## src/rtl/regfile_write_scheduler_if.sv

```systemverilog
// Requester-side handshake bundle for the register-file write scheduler.
// The requesters drive valid/addr/data; the scheduler answers with ready.
interface regfile_write_scheduler_if #(
    parameter int NREQ   = 4,
    parameter int ADDR_W = 3,
    parameter int DATA_W = 16
);
    logic [NREQ-1:0]        req_valid;
    logic [NREQ*ADDR_W-1:0] req_addr;
    logic [NREQ*DATA_W-1:0] req_data;
    logic [NREQ-1:0]        req_ready;

    modport master (
        output req_valid,
        output req_addr,
        output req_data,
        input  req_ready
    );

    modport slave (
        input  req_valid,
        input  req_addr,
        input  req_data,
        output req_ready
    );
endinterface

```

## src/rtl/regfile_write_scheduler.sv

```systemverilog
// Round-robin scheduler granting up to two distinct-address writes per cycle
// onto the two registered write ports of the 8x16 register file.
module regfile_write_scheduler #(
    parameter int NREQ   = 4,
    parameter int ADDR_W = 3,
    parameter int DATA_W = 16
) (
    input  logic                      clk,
    input  logic                      rst,
    regfile_write_scheduler_if.slave  req_if,
    output logic                      we1,
    output logic [ADDR_W-1:0]         write_addr1,
    output logic [DATA_W-1:0]         write_data1,
    output logic                      we2,
    output logic [ADDR_W-1:0]         write_addr2,
    output logic [DATA_W-1:0]         write_data2,
    output logic [15:0]               conflict_cnt
);
    localparam int PTR_W = (NREQ > 1) ? $clog2(NREQ) : 1;

    logic [PTR_W-1:0]  rr_ptr_r;
    logic              we1_r;
    logic              we2_r;
    logic [ADDR_W-1:0] addr1_r;
    logic [ADDR_W-1:0] addr2_r;
    logic [DATA_W-1:0] data1_r;
    logic [DATA_W-1:0] data2_r;
    logic [15:0]       conflict_cnt_r;

    logic [PTR_W-1:0]  idx_s;
    logic [PTR_W-1:0]  a_idx_s;
    logic [PTR_W-1:0]  b_idx_s;
    logic              a_found_s;
    logic              b_found_s;
    logic              defer_s;
    logic [ADDR_W-1:0] a_addr_s;
    logic [ADDR_W-1:0] b_addr_s;
    logic [DATA_W-1:0] a_data_s;
    logic [DATA_W-1:0] b_data_s;
    logic [NREQ-1:0]   ready_s;

    // Both operands are below NREQ, so one conditional subtract wraps the sum.
    function automatic logic [PTR_W-1:0] wrap_add(input logic [PTR_W-1:0] base,
                                                  input int unsigned       off);
        int unsigned sum_v;
        sum_v = 32'(base) + off;
        if (sum_v >= 32'(NREQ)) begin
            sum_v = sum_v - 32'(NREQ);
        end else begin
            sum_v = sum_v;
        end
        return sum_v[PTR_W-1:0];
    endfunction

    // Scan from rr_ptr: first valid is slot A, next valid with a different address is slot B.
    always_comb begin
        idx_s     = '0;
        a_idx_s   = '0;
        b_idx_s   = '0;
        a_found_s = 1'b0;
        b_found_s = 1'b0;
        defer_s   = 1'b0;
        a_addr_s  = '0;
        b_addr_s  = '0;
        a_data_s  = '0;
        b_data_s  = '0;
        for (int k = 0; k < NREQ; k++) begin
            idx_s = wrap_add(rr_ptr_r, 32'(k));
            if (req_if.req_valid[idx_s]) begin
                if (!a_found_s) begin
                    a_found_s = 1'b1;
                    a_idx_s   = idx_s;
                    a_addr_s  = req_if.req_addr[ADDR_W*32'(idx_s) +: ADDR_W];
                    a_data_s  = req_if.req_data[DATA_W*32'(idx_s) +: DATA_W];
                end else if (req_if.req_addr[ADDR_W*32'(idx_s) +: ADDR_W] == a_addr_s) begin
                    defer_s = 1'b1;
                end else if (!b_found_s) begin
                    b_found_s = 1'b1;
                    b_idx_s   = idx_s;
                    b_addr_s  = req_if.req_addr[ADDR_W*32'(idx_s) +: ADDR_W];
                    b_data_s  = req_if.req_data[DATA_W*32'(idx_s) +: DATA_W];
                end else begin
                    defer_s = defer_s;
                end
            end else begin
                defer_s = defer_s;
            end
        end
    end

    // Ready is the one-hot of the two slots, suppressed entirely during reset.
    always_comb begin
        ready_s = '0;
        if (rst) begin
            ready_s = '0;
        end else begin
            if (a_found_s) begin
                ready_s[a_idx_s] = 1'b1;
            end else begin
                ready_s = ready_s;
            end
            if (b_found_s) begin
                ready_s[b_idx_s] = 1'b1;
            end else begin
                ready_s = ready_s;
            end
        end
    end

    // Port registers, round-robin pointer and saturating conflict counter.
    always_ff @(posedge clk) begin
        if (rst) begin
            rr_ptr_r       <= '0;
            we1_r          <= 1'b0;
            we2_r          <= 1'b0;
            addr1_r        <= '0;
            addr2_r        <= '0;
            data1_r        <= '0;
            data2_r        <= '0;
            conflict_cnt_r <= 16'h0000;
        end else begin
            we1_r <= a_found_s;
            we2_r <= b_found_s;
            if (a_found_s) begin
                addr1_r <= a_addr_s;
                data1_r <= a_data_s;
            end
            if (b_found_s) begin
                addr2_r  <= b_addr_s;
                data2_r  <= b_data_s;
                rr_ptr_r <= wrap_add(b_idx_s, 32'd1);
            end else if (a_found_s) begin
                rr_ptr_r <= wrap_add(a_idx_s, 32'd1);
            end
            if (defer_s && (conflict_cnt_r != 16'hFFFF)) begin
                conflict_cnt_r <= conflict_cnt_r + 16'h0001;
            end
        end
    end

    assign req_if.req_ready = ready_s;
    assign we1              = we1_r;
    assign write_addr1      = addr1_r;
    assign write_data1      = data1_r;
    assign we2              = we2_r;
    assign write_addr2      = addr2_r;
    assign write_data2      = data2_r;
    assign conflict_cnt     = conflict_cnt_r;
endmodule

```

## src/flat_wrapper.sv

```systemverilog
// flat-port wrapper written by rule: the top's interface ports become plain ports
module regfile_write_scheduler_flat 
#(
    parameter int NREQ   = 4,
    parameter int ADDR_W = 3,
    parameter int DATA_W = 16
)
  (clk, rst, we1, write_addr1, write_data1, we2, write_addr2, write_data2, conflict_cnt, req_if_req_valid, req_if_req_addr, req_if_req_data, req_if_req_ready);
  regfile_write_scheduler_if #(.NREQ(NREQ), .ADDR_W(ADDR_W), .DATA_W(DATA_W)) req_if_i ();
  input  logic clk;
  input  logic rst;
  output logic we1;
  output logic [ADDR_W-1:0] write_addr1;
  output logic [DATA_W-1:0] write_data1;
  output logic we2;
  output logic [ADDR_W-1:0] write_addr2;
  output logic [DATA_W-1:0] write_data2;
  output logic [15:0] conflict_cnt;
  input wire logic [$bits(req_if_i.req_valid)-1:0] req_if_req_valid;
  input wire logic [$bits(req_if_i.req_addr)-1:0] req_if_req_addr;
  input wire logic [$bits(req_if_i.req_data)-1:0] req_if_req_data;
  output wire logic [$bits(req_if_i.req_ready)-1:0] req_if_req_ready;
  assign req_if_i.req_valid = req_if_req_valid;
  assign req_if_i.req_addr = req_if_req_addr;
  assign req_if_i.req_data = req_if_req_data;
  assign req_if_req_ready = req_if_i.req_ready;
  regfile_write_scheduler #(.NREQ(NREQ), .ADDR_W(ADDR_W), .DATA_W(DATA_W)) u_core (.clk(clk), .rst(rst), .req_if(req_if_i), .we1(we1), .write_addr1(write_addr1), .write_data1(write_data1), .we2(we2), .write_addr2(write_addr2), .write_data2(write_data2), .conflict_cnt(conflict_cnt));
endmodule
```

## config.mk

```make
export PLATFORM = sky130hd
export DESIGN_NAME = regfile_write_scheduler_flat
export DESIGN_NICKNAME = d
export VERILOG_FILES = /design/src/rtl/regfile_write_scheduler_if.sv /design/src/rtl/regfile_write_scheduler.sv /design/src/flat_wrapper.sv
export SDC_FILE = /design/constraint.sdc
export NUM_CORES = 1
export LEC_CHECK = 0
export ABC_AREA = 0
export CAP_MARGIN = 25
export CORE_ASPECT_RATIO = 1.4
export CORE_UTILIZATION = 50
export DETAILED_ROUTE_END_ITERATION = 10
export GPL_TIMING_DRIVEN = 0
export MAX_ROUTING_LAYER = met4
export PLACE_DENSITY = 0.92
export SETUP_SLACK_MARGIN = 0.1
export SLEW_MARGIN = 20
export SYNTH_ARGS = -nofsm -noshare
export SYNTH_HDL_FRONTEND = slang
export SYNTH_SLANG_ARGS = --single-unit
```

## constraint.sdc

```tcl
create_clock -name clk -period 9.5 [get_ports clk]
set_input_delay 0.95 -clock clk [delete_from_list [all_inputs] [get_ports clk]]
set_output_delay 0.95 -clock clk [all_outputs]
set_load 0.05 [all_outputs]
```

## After elaboration in Yosys (flattened, before gate mapping)

Index checks and enable logic that the tools add are counted.

- Bits in registers: 58
- Bits of input ports: 82
- Output and inout port bits: 60
- Word-level logic and storage cells: 155

- $add $sub $neg: 12
- $mul: 4
- Magnitude comparators: 14
- Equality and inequality tests: 4
- Shift operators: 8
- Mux-type cells: 100
- Bitwise gates (word level): 1
- Reductions and logical operators: 4

Operators with widths:

| operator | count |
|---|---|
| $mux W16 | 18 |
| $shiftx A64 B7 Y16 | 4 |
| $mux W3 | 18 |
| $mux W2 | 26 |
| $shiftx A12 B5 Y3 | 4 |
| $mux W1 | 28 |
| $lt A2 B3 Y1 const B | 6 |
| $add A16 B1 Y16 const B | 1 |
| $mul A2 B2 Y4 const A | 4 |
| $mux W4 | 4 |
| $ne A16 B16 Y1 const B | 1 |
| $ge A3 B3 Y1 const B | 5 |
| $sub A2 B1 Y2 const B | 6 |
| $add A2 B1 Y3 const B | 3 |
| $eq A3 B3 Y1 | 3 |
| $bmux W1 S2 | 4 |
| $add A2 B2 Y3 const B | 2 |
| $demux W1 S2 | 2 |
| $ge A2 B1 Y1 const B | 2 |
| $or A4 B4 Y4 | 1 |
| $ge A2 B3 Y1 const B | 1 |
| $logic_and A1 B1 Y1 | 3 |
| $reduce_bool A2 Y1 | 1 |

## Longest topological paths before layout

- Depth after elaboration: 24
- Depth in mapped cells: 14

## Worst setup path before layout

OpenSTA, ideal clock, no wires.

- Kind: in2out
- From: input port req_if_req_valid[3]
- To: output port req_if_req_ready[0]
- Arrival: 3.944 ns
- Slack: 4.606 ns
- Stages on the path: 11
- Buffers on the path: 2
- Cells stage by stage: buf_2 -> mux4_2 -> nor2b_4 -> a22o_4 -> o21a_1 -> o221a_4 -> nand2b_1 -> buf_2 -> o32ai_1 -> nand3_1 -> a21oi_1

- Word-level cells in the longest chain between the ends: 22
- Elaborated cells on any way between the ends: 62

RTL lines:

| item | line | text |
|---|---|---|
| start, declared | flat_wrapper.sv:19 | `input wire logic [$bits(req_if_i.req_valid)-1:0] req_if_req_valid;` |
| $bmux W1 S2 | regfile_write_scheduler.sv:69 | `if (req_if.req_valid[idx_s]) begin` |
| $mux W1 (implied by the code) | regfile_write_scheduler.sv:69 |  |
| $mux W3 | regfile_write_scheduler.sv:69 |  |
| $eq A3 B3 Y1 | regfile_write_scheduler.sv:75 | `end else if (req_if.req_addr[ADDR_W*32'(idx_s) +: ADDR_W] == a_addr_s) begin` |
| $mux W2 or $mux W1 (tied branches) | regfile_write_scheduler.sv:75 |  |
| $mux W2 or $mux W1 (tied branches) | regfile_write_scheduler.sv:70 | `if (!a_found_s) begin` |
| $mux W2 or $mux W1 (tied branches) | regfile_write_scheduler.sv:69 |  |
| $mux W2 | regfile_write_scheduler.sv:77 | `end else if (!b_found_s) begin` |
| [6 not listed] | -- |  |
| $mux W2 | regfile_write_scheduler.sv:69 |  |
| $lt A2 B3 Y1 (implied by the code) or $ge A2 B1 Y1 (tied branches) | regfile_write_scheduler.sv:103 | `ready_s[b_idx_s] = 1'b1;` |
| $logic_and A1 B1 Y1 (implied by the code) | regfile_write_scheduler.sv:103 |  |
| $mux W1 (implied by the code) | regfile_write_scheduler.sv:103 |  |
| $demux W1 S2 | -- |  |
| $or A4 B4 Y4 (no source line) | -- |  |
| $mux W4 * | regfile_write_scheduler.sv:102 | `if (b_found_s) begin` |
| $mux W4 * | regfile_write_scheduler.sv:94 | `if (rst) begin` |
| end, declared | flat_wrapper.sv:22 | `output wire logic [$bits(req_if_i.req_ready)-1:0] req_if_req_ready;` |

Every way passes the cells marked *; elsewhere a longest branch is shown, timed or not. The select of a mux whose other input is x is not followed.

## Final worst setup path

- From: input port req_if_req_valid[2]
- To: output port req_if_req_ready[0]

The elaborated chain is that of the path after synthesis.

==> impl_metrics.yaml <==
timing:
  holdWs_ns: 0.469
  min_period_ns: 6.14
  max-slew-margin-rel_pct: 37.5
  setup_violations: 0
  rsz0062_at_grt: "no"
  fin_crit_sh_pct: 64.7
  fin_skew_ns: 0.00591
  final-hold-violation-count: 0
  setup_total_negative_slack_ns: 0
  drv_slew: 0
  worst_pin_slew_ns: 0.938
  clock.fmax_mhz: 163
logic_synthesis:
  avgSynthCellArea_sq_um: 9.18
  syn_inst: 610
  yosysSeqAreaShare_pct: 20.7
  ys_top_cells_by_count: "62 x nand2_1, 58 x dfxtp_1, 57 x mux2i_1"
  synth_enable_flop_cells: 0
  ys_ff_latch: 58
  yosys.cell_count.top_type: "nand2_1"
  synth_cell_types: 68
  synth_top_area_cell: "dfxtp_1"
  yosys-top-cells-area: "dfxtp_1 21%, mux4_2 19%, mux2i_1 10%"
  synthDominantCellAreaShare_pct: 20.7
  netlist_area_sq_um: 5600
  syn-num-nets: 694
  async_reset_ff_share_pct: 0
  yosysWarningCount: 0
  synthFlopType: "dfxtp_1"
placed_design:
  dp_hpwl_mm: 15.1
  routabilityCongestion: 0.940
  port_buffers: 140
  dpl_cell_area_sq_um: 7180
floorplan:
  die_area_sq_um: 11600
  coreArea_sq_um: 10900
  die_w_um: 91.5
  rows: 45
  die_h_um: 127
  ioPinCount: 142
  initial_core_util_pct: 51.5
critical_path:
  worstSetupPathType: "in -> out"
  cp-end-kind: "output port"
  critPathRequiredTime_ns: 8.55
  path_max_fanout: 10
  reg2reg_depth: 12
  critPathBufInv: 4
  cp_slowest_cell: "a311oi_2"
  crit_family: "compound AO/OA/AOI/OAI gates"
  crit_cells: 13
  worstPathCellList: "clkdlybuf4s50_1 > buf_2 > nor2_1 > a311oi_2 > o311ai_1 > xnor2_1 > o221a_4 > nand2b_1 > buf_2 > o32ai_1 > nand3_1 > a21oi_1 > clkdlybuf4s50_1"
  worstSetupStartpointType: "input port"
  cp.arrival_ns: 5.19
  slowest_delay_ns: 0.84
hold_path:
  hold_depth: 2
  hold_path.class: "reg -> reg"
final_layout:
  drive_gt1_share_pct: 15.0
  n_antenna_cell: 0
  fin_area_sq_um: 7440
  nets: 846
  syn2layout_area_growth_pct: 32.9
  num-fill-cells: 818
clocking:
  clockBufferDepth: 2
  root_buffer: "clkbuf_16"
  numCtsBuffers: 9
  tritoncts: "built"
  cts_max_level: 3
  cts_setup_buffers: 0
  clk_pin_slew_ns: 0.05
  cts_resized: 0
  cts.sinks: 58
  clkLatencyLatePin_ns: 0.33
  ctsHoldBuffers: 0
status:
  status: "finished, final reports clean"
power_and_ir_drop:
  vdd_drop_max_mv: 0.199
  leakage_uw: 0.00266
  p_per_area_nw_per_um2: 347
  finalPower_uw: 2590
global_route:
  grt-ovfl-total: 0
  grt_pass1_wl_mm: 31.2
  track_usage_pct: 35.3
  antenna_found_initial: 0
  grt_max_degree: 11
  grt_pass1_vias: 6246
routing:
  wl_per_cell_um: 22.2
  drc: 0
  viasPerCell: 6.77
  via_count: 6133
  drt-initial-drc-count: 590
  ant_nets: 0
  drt_first_pass_iters: 6
  drt_wl_total_mm: 20.1
run:
  cap_violations: 0
==> per-layer routing <==
metal | up-vias | wire, um | global-route usage (%)
li1 | 2682 | - | -
met1 | 2912 | 7170 | 37.8
met2 | 433 | 10300 | 60.9
met3 | 106 | 1640 | 6.37
met4 | 0 | 1010 | 20.6
met5 | - | 0 | -
==> report_power, final <==
part | switching, uW | internal, uW
sequential | 55.7 | 323
clock | 111 | 179
combinational | 1160 | 751
total | 1330 | 1250
==> worst min-delay path, delay by kind of cell, from the launching register on <==
kind / cells / cell delay [ns]
AOI/OAI and AO/OA: 1 / 0.05
DFF: 1 / 0.31
and+or+nand+nor: 1 / 0.05
==> cell families (layout without fill, tap and decap cells) <==
| kind of cell | Yosys count | in the layout | share of synthesized area, % |
|---|---|---|---|
| DFF | 58 | 58 | 20.7 |
| buffers and inverters | 63 | 218 | 5.25 |
| xor gates and xnor gates | 12 | 12 | 2.21 |
| adders and majority gates | 2 | 2 | 0.447 |
| AOI/OAI and AO/OA | 168 | 168 | 22.0 |
| and+or+nand+nor | 185 | 185 | 16.5 |
| muxes | 122 | 122 | 32.9 |
==> final timing paths <==
path                                from                     end  slack [ns]
setup reg to reg      u_core.rr_ptr_r[0]   u_core.write_data2[9]        5.76
hold reg to reg   u_core.write_data1[10]  u_core.write_data1[10]        0.47
setup / recovery     req_if_req_valid[2]     req_if_req_ready[0]        3.36
hold / removal    u_core.write_data1[10]  u_core.write_data1[10]        0.47
==> cell usage in the layout, fill, tap and decap left out, types with 6 or more instances in the layout <==
| master | n |
|---|---|
| nor3_1 | 6 |
| mux2_2 | 14 |
| inv_1 | 7 |
| a22o_1 | 11 |
| and3_1 | 6 |
| buf_2 | 19 |
| xor2_1 | 6 |
| mux4_2 | 48 |
| a221oi_1 | 15 |
| nand4_1 | 6 |
| or3_1 | 12 |
| clkbuf_16 | 9 |
| a21oi_1 | 33 |
| nand3_1 | 8 |
| a31oi_1 | 8 |
| clkdlybuf4s50_1 | 140 |
| o21ai_0 | 25 |
| a211oi_1 | 40 |
| nor2b_1 | 16 |
| mux2i_1 | 57 |
| nand2_1 | 62 |
| dfxtp_1 | 58 |
| nand2b_1 | 8 |
| clkbuf_1 | 27 |
| nor2_1 | 42 |
==> area by class of cell <==
| type | instances | area [sq um] | share of cell area [%] |
|---|---|---|---|
| repair buffers | 141 | 1410 | 18.9 |
| well taps | 141 | 176 | 2.37 |
| inverters | 7 | 26.3 | 0.353 |
| multi-input cells | 489 | 4150 | 55.7 |
| plain buffers | 56 | 268 | 3.60 |
| flip-flops and latches | 58 | 1160 | 15.6 |
| clock inverters | 3 | 17.5 | 0.235 |
| clock buffers | 11 | 243 | 3.26 |
==> through the flow <==
step	instances	setup WS [ns]	utilization, %
after floorplan	610	4.61	-
after CTS	905	3.47	68.5
after detailed placement	891	3.48	66.1
final	906	3.36	68.5
after global routing	906	3.14	68.5
after global placement	891	3.48	66.1
==> state kept, by name, indices dropped and copies added, names as in the netlist <==
| register | count |
|---|---|
| u_core.conflict_cnt | 16 |
| u_core.write_data1 | 16 |
| u_core.write_data2 | 16 |
| u_core.write_addr1 | 3 |
| u_core.write_addr2 | 3 |
| u_core.rr_ptr_r | 2 |
| u_core.we1 | 1 |
| u_core.we2 | 1 |
Note: power is estimated with default switching activity, not from simulation.
